## src/rtl/tc_fifo.sv

```systemverilog
// Generic first-word-fall-through FIFO; DEPTH must be a power of two >= 2.
// Full/empty use an extra pointer MSB; read data is zero while empty.
module tc_fifo #(
    parameter int unsigned WIDTH = 8,
    parameter int unsigned DEPTH = 16
) (
    input  logic             clk,
    input  logic             rst_n,
    input  logic             i_push,
    input  logic [WIDTH-1:0] i_wdata,
    input  logic             i_pop,
    output logic [WIDTH-1:0] o_rdata,
    output logic             o_full,
    output logic             o_empty
);

    localparam int unsigned AW = (DEPTH > 1) ? $clog2(DEPTH) : 1;

    logic [WIDTH-1:0] r_mem [DEPTH];
    logic [AW:0]      r_wptr;
    logic [AW:0]      r_rptr;
    logic             w_wr;
    logic             w_rd;

    assign o_empty = (r_wptr == r_rptr);
    assign o_full  = (r_wptr[AW] != r_rptr[AW]) &&
                     (r_wptr[AW-1:0] == r_rptr[AW-1:0]);

    // A push into a full FIFO is only taken when a pop frees the slot.
    assign w_rd = i_pop && !o_empty;
    assign w_wr = i_push && (!o_full || w_rd);

    always_ff @(posedge clk or negedge rst_n) begin
        if (!rst_n) begin
            r_wptr <= '0;
            r_rptr <= '0;
        end else begin
            if (w_wr) r_wptr <= r_wptr + 1'b1;
            if (w_rd) r_rptr <= r_rptr + 1'b1;
        end
    end

    always_ff @(posedge clk) begin
        if (w_wr) r_mem[r_wptr[AW-1:0]] <= i_wdata;
    end

    assign o_rdata = o_empty ? '0 : r_mem[r_rptr[AW-1:0]];

endmodule

```

## config.mk

```make
export PLATFORM = sky130hd
export DESIGN_NAME = tc_fifo
export DESIGN_NICKNAME = d
export VERILOG_FILES = /design/src/rtl/tc_fifo.sv
export SDC_FILE = /design/constraint.sdc
export NUM_CORES = 1
export LEC_CHECK = 0
export CAP_MARGIN = 20
export CELL_PAD_IN_SITES_DETAIL_PLACEMENT = 2
export CELL_PAD_IN_SITES_GLOBAL_PLACEMENT = 2
export CORE_MARGIN = 1
export CORE_UTILIZATION = 51
export CTS_CLUSTER_SIZE = 25
export DETAILED_ROUTE_END_ITERATION = 10
export GPL_ROUTABILITY_DRIVEN = 1
export PLACE_DENSITY = 0.9
export SYNTH_ARGS = -nofsm -noshare
export SYNTH_HDL_FRONTEND = slang
export SYNTH_SLANG_ARGS = --single-unit
```

## constraint.sdc

```tcl
create_clock -name clk -period 3.3 [get_ports clk]
set_input_delay 0.66 -clock clk [delete_from_list [all_inputs] [get_ports clk]]
set_output_delay 0.66 -clock clk [all_outputs]
set_load 0.02 [all_outputs]
```

==> summary.md, run 1 <==
| Metric | Value |
|---|---|
| Yosys top cell area share | `69.3%` |
| Port bufs | `21` |
| Error msg | `[ERROR DPL-0033] detailed placement checks failed during check placement.` |
| Die height | `106 um` |
| I/O Pins | `22` |
| Starting density of the core | `53.2%` |
| YS warnings | `0` |
| Post-synth EDFFs | `128` |
| FFs w/ async S/R, synth | `7.25%` |
| Sequential area share after synthesis | `73.8%` |
| Synth cell types | `29` |
| #FFs+latches synth | `138` |
| Stopped at | `3_5_place_dp` |
| Synthesized instance count | `271` |
| Primary FF master, synth | `edfxtp_1` |
| Status | `stopped before the end` |
| Die width | `106 um` |
| Syn nets | `288` |
| Routability cong. | `0.755` |
| # rows | `37` |
| Cell area after synthesis | `0.00555 sq mm` |
| Synthesized area per cell | `20.5 sq um` |
| Synth top area cells | `edfxtp_1 69%, mux4_2 13%, dfrtp_1 4.5%, a22oi_1 2.2%, and3_1 1.4%` |
| Leading area contributor after synthesis | `edfxtp_1` |
| DP HPWL | `9910 um` |
## cells in the mapped netlist (2+ instances only)
| cell | count |
|---|---|
| xnor2_2 | 3 |
| buf_4 | 3 |
| edfxtp_1 | 128 |
| o21ai_1 | 2 |
| clkbuf_1 | 3 |
| inv_1 | 3 |
| nor2_1 | 7 |
| mux4_2 | 32 |
| ha_1 | 5 |
| and3_1 | 12 |
| xor2_1 | 4 |
| buf_2 | 3 |
| xnor2_1 | 6 |
| a22oi_1 | 16 |
| buf_6 | 4 |
| dfrtp_1 | 10 |
| nor3b_1 | 2 |
| buf_1 | 3 |
| nor2b_1 | 5 |
| and2_1 | 2 |
| nand2_1 | 3 |
| a21oi_1 | 8 |
## stage by stage
step / setup slack [ns] / instance area (sq um) / instances
2_1_floorplan: 1.04 / 5550 / 271
3_3_place_gp: 0.410 / 5920 / 422
## cell families after synthesis
group | after synthesis | share of synthesized area (%)
XOR/XNOR | 13 | 2.46
AND/OR/NAND/NOR | 35 | 3.61
adder cells (fa/ha/maj) | 5 | 1.13
buffers and inverters | 19 | 2.10
AO/OA/AOI/OAI | 28 | 3.70
flip-flops | 138 | 73.8
multiplexers | 33 | 13.2
==> run 2: changes to the inputs <==
- CELL_PAD_IN_SITES_DETAIL_PLACEMENT: 2 -> not set
- CELL_PAD_IN_SITES_GLOBAL_PLACEMENT: 2 -> not set
- CORE_UTILIZATION: 51 -> 40
- CTS_CLUSTER_SIZE: 25 -> not set
- PLACE_DENSITY: 0.9 -> not set
- PLACE_DENSITY_LB_ADDON: not set -> 0.15
==> summary.md, run 2 <==
| Metric | Value |
|---|---|
| Status | `completed (was stopped before the end)` |
| Critical-path cell list | `buf_12, mux4_2, a22oi_1, a21oi_1, clkdlybuf4s50_1` |
| Vias in the first global route | `2863` |
| First-pass GRT wire length | `17100 um` |
| Worst path required time | `2.64 ns` |
| # nets final | `323` |
| Synth top area cells | `edfxtp_1 69%, mux4_2 13%, dfrtp_1 4.5%, a22oi_1 2.2%, and3_1 1.4% (unchanged)` |
| Leading area contributor after synthesis | `edfxtp_1 (unchanged)` |
| Switching Fraction | `29.9%` |
| Most frequent cells in the layout | `128 x edfxtp_1, 32 x mux4_2, 21 x clkdlybuf4s50_1` |
| Worst Hold End | `r_wptr[4]` |
| CTS tree | `built` |
| Pre-CTS setup slack | `0.358 ns` |
| Critical path startpoint category | `register` |
| Clock root buffer | `clkbuf_16` |
| Routability cong. | `0.700 (was 0.755)` |
| P_sw | `1860 uW` |
| Crit path DAT | `2.56 ns` |
| Commonest non-fill, non-tap cell in the layout | `edfxtp_1` |
| Total grt overflow | `0` |
| Final hold slack | `0.484 ns` |
| Crit path kind | `reg -> out` |
| Syn nets | `288 (unchanged)` |
| Setup violators final | `0` |
| Fmax achieved | `311 MHz` |
| Routed len/inst | `22.1 um` |
| DP Cell Count | `463` |
| Min cycle time layout | `3.22 ns` |
| Worst reg2reg setup slack | `0.92 ns` |
| Worst-path clk slew | `0.06 ns` |
| Initial antenna violation count | `0` |
| Power share of the combinational group | `32.3%` |
| Pin count of the biggest net entering global routing | `26` |
| Largest register FFs | `128` |
| Worst r2r dst | `r_mem[4][0]` |
| Cell-internal power | `4370 uW` |
| Primary FF master, synth | `edfxtp_1 (unchanged)` |
| Layout cells sized above 1 | `24.8%` |
| Setup TNS | `0 ns` |
| P per Cell Area | `945 mW/mm^2` |
| Tcrit/Tclk final | `97.5%` |
| Vias per cell | `5.33` |
| Critical Path Max Stage Delay | `0.55 ns` |
| Via count | `2640` |
| Area of the multi-input gates | `0.00134 sq mm` |
| Reg2reg start | `r_rptr[0]` |
| Sequential area share after synthesis | `73.8% (unchanged)` |
| CTS hold repair buffers | `0` |
| Routed wire length | `11000 um` |
| Cell area after synthesis | `0.00555 sq mm (unchanged)` |
| Worst Hold Depth | `1` |
| FILL cells | `1099` |
| CP bufs+invs | `2` |
| Synthesized instance count | `271 (unchanged)` |
| CP max FO | `20` |
| Area after DPL | `0.00598 sq mm` |
| TritonCTS Buffers | `17` |
| Postcts setup bufs | `0` |
| Tot GR Track Use | `17.1%` |
| RSZ-0062 raised after global routing | `no` |
| Die width | `120 um (was 106 um)` |
| Fin cells | `495` |
| Worst rel slew slack | `36.3%` |
| Leak | `0.00220 uW` |
| DP HPWL | `6970 um (was 9910 um)` |
| Starting density of the core | `41.4% (was 53.2%)` |
| Die height | `120 um (was 106 um)` |
| CP max stage cell | `clkdlybuf4s50_1` |
| Final hold vios | `0` |
| Port bufs | `21 (unchanged)` |
| Commonest cells post-synth | `128 x edfxtp_1, 32 x mux4_2, 16 x a22oi_1 (unchanged)` |
| #FFs+latches synth | `138 (unchanged)` |
| Post-synth EDFFs | `128 (unchanged)` |
| Hold WC Path Type | `reg -> reg` |
| Yosys top cell area share | `69.3% (unchanged)` |
| Slew Limit Fails | `0` |
| CP delay by family, top | `buffers and inverters` |
| Worst-Skew Late Latency | `0.42 ns` |
| Number of diodes | `0` |
| Hold_sp | `r_wptr[4]` |
| FF-to-FF path depth | `5` |
| Critical path capture point type | `primary output` |
| DRC Markers | `0` |
| FFs w/ async S/R, synth | `7.25% (unchanged)` |
| Layout overhead on the synthesized area | `19.0%` |
| DRT Pass-1 Iters | `4` |
| Max Clock Skew | `0.00746 ns` |
| Seq pwr share | `36.7%` |
| Synth cell types | `29 (unchanged)` |
| Synthesized area per cell | `20.5 sq um (unchanged)` |
| VDD IR-drop max | `0.000476 V` |
| Core area | `0.0134 sq mm` |
| Worst-margin pin slew | `0.952 ns` |
| Final Cell Area | `0.00660 sq mm` |
| I/O Pins | `22 (unchanged)` |
| Top-count cell post-synth | `edfxtp_1 (unchanged)` |
| Register area | `0.00410 sq mm` |
| Setup ws final | `0.0839 ns` |
| Max-cap violations | `0` |
| CTS sink count | `138` |
| DR iter-0 viols | `229` |
| YS warnings | `0 (unchanged)` |
| # H-tree levels | `4` |
| Clock Tree Buf Depth | `2` |
| Final ANT Viol Nets | `0` |
| Clock share of power | `31.1%` |
| # rows | `42 (was 37)` |
| Die area | `0.0143 sq mm` |
run 2: cell counts after synthesis:
Identical to the previous run, type by type.
run 2: how the worst max path moves through the flow:
stage | from | to | slack [ns] | depth (start not counted)
final | r_rptr[0] | o_rdata[5] | 0.08 | 5
after global routing | r_rptr[0] | o_rdata[5] | 0.01 | 5
after CTS | r_rptr[0] | o_rdata[5] | 0.01 | 5
after detailed placement | r_rptr[0] | o_rdata[5] | 0.36 | 5
after global placement | r_rptr[0] | o_rdata[5] | 0.38 | 5
after floorplan | r_rptr[0] | o_rdata[6] | 1.04 | 5
run 2: worst register-to-register path, stage by stage, from the launching register on:
cell     delay [ns]
dfrtp_2        0.44
buf_12         0.19
xnor2_2        0.15
nand4_2        0.17
o31a_1         0.48
and3_1         0.60
run 2: through the flow:
step                total power, uW  utilization [%]
floorplan                      3650                -
global placement               4330             44.6
detailed placement             4350             44.6
CTS                            6300             49.2
global route                   6510             49.3
finish                         6240             49.3
run 2: kinds of logic (layout without fill, tap and decap cells):
kind of cell    Yosys count  count (layout)  synth area share (%)
xor+xnor                 13              13                  2.46
simple gates             35              35                  3.61
fa+ha+maj                 5               5                  1.13
flops                   138             138                  73.8
compound gates           28              28                  3.70
mux                      33              33                  13.2
buf+inv                  19              67                  2.10
run 2: timing repair:
item                                    4_1_cts  5_1_grt
resized for setup                             1        2
endpoints found under the setup margin        4        1
endpoints found under the hold margin         0        0
run 2: power by group through the flow:
stage	Combinational (uW)	Clock, uW	Sequential, uW
after floorplan	1410	0	2240
after global placement	2020	0	2310
after detailed placement	2030	0	2320
after CTS	2040	1970	2280
after global routing	2160	2040	2310
final	2010	1940	2290
run 2: final cells by class:
type                            count  area share [%]
Tap cell                          176            3.34
Multi-Input combinational cell    114            20.2
Sequential cell                   138            62.0
Timing Repair Buffer               32            5.00
Clock inverter                     14            2.71
Inverter                            3           0.171
Clock buffer                       18            6.50
run 2: layer usage:
layer	wire length, um	track usage, %	part of all wire (%)	vias to the layer above
met4	177	7.66	1.6	0
met1	4860	22.8	44	1378
met5	0	0	0	-
met2	5410	26.7	49	64
li1	-	-	-	1185
met3	507	3.99	4.6	13
(Power assumes the default switching activity.)
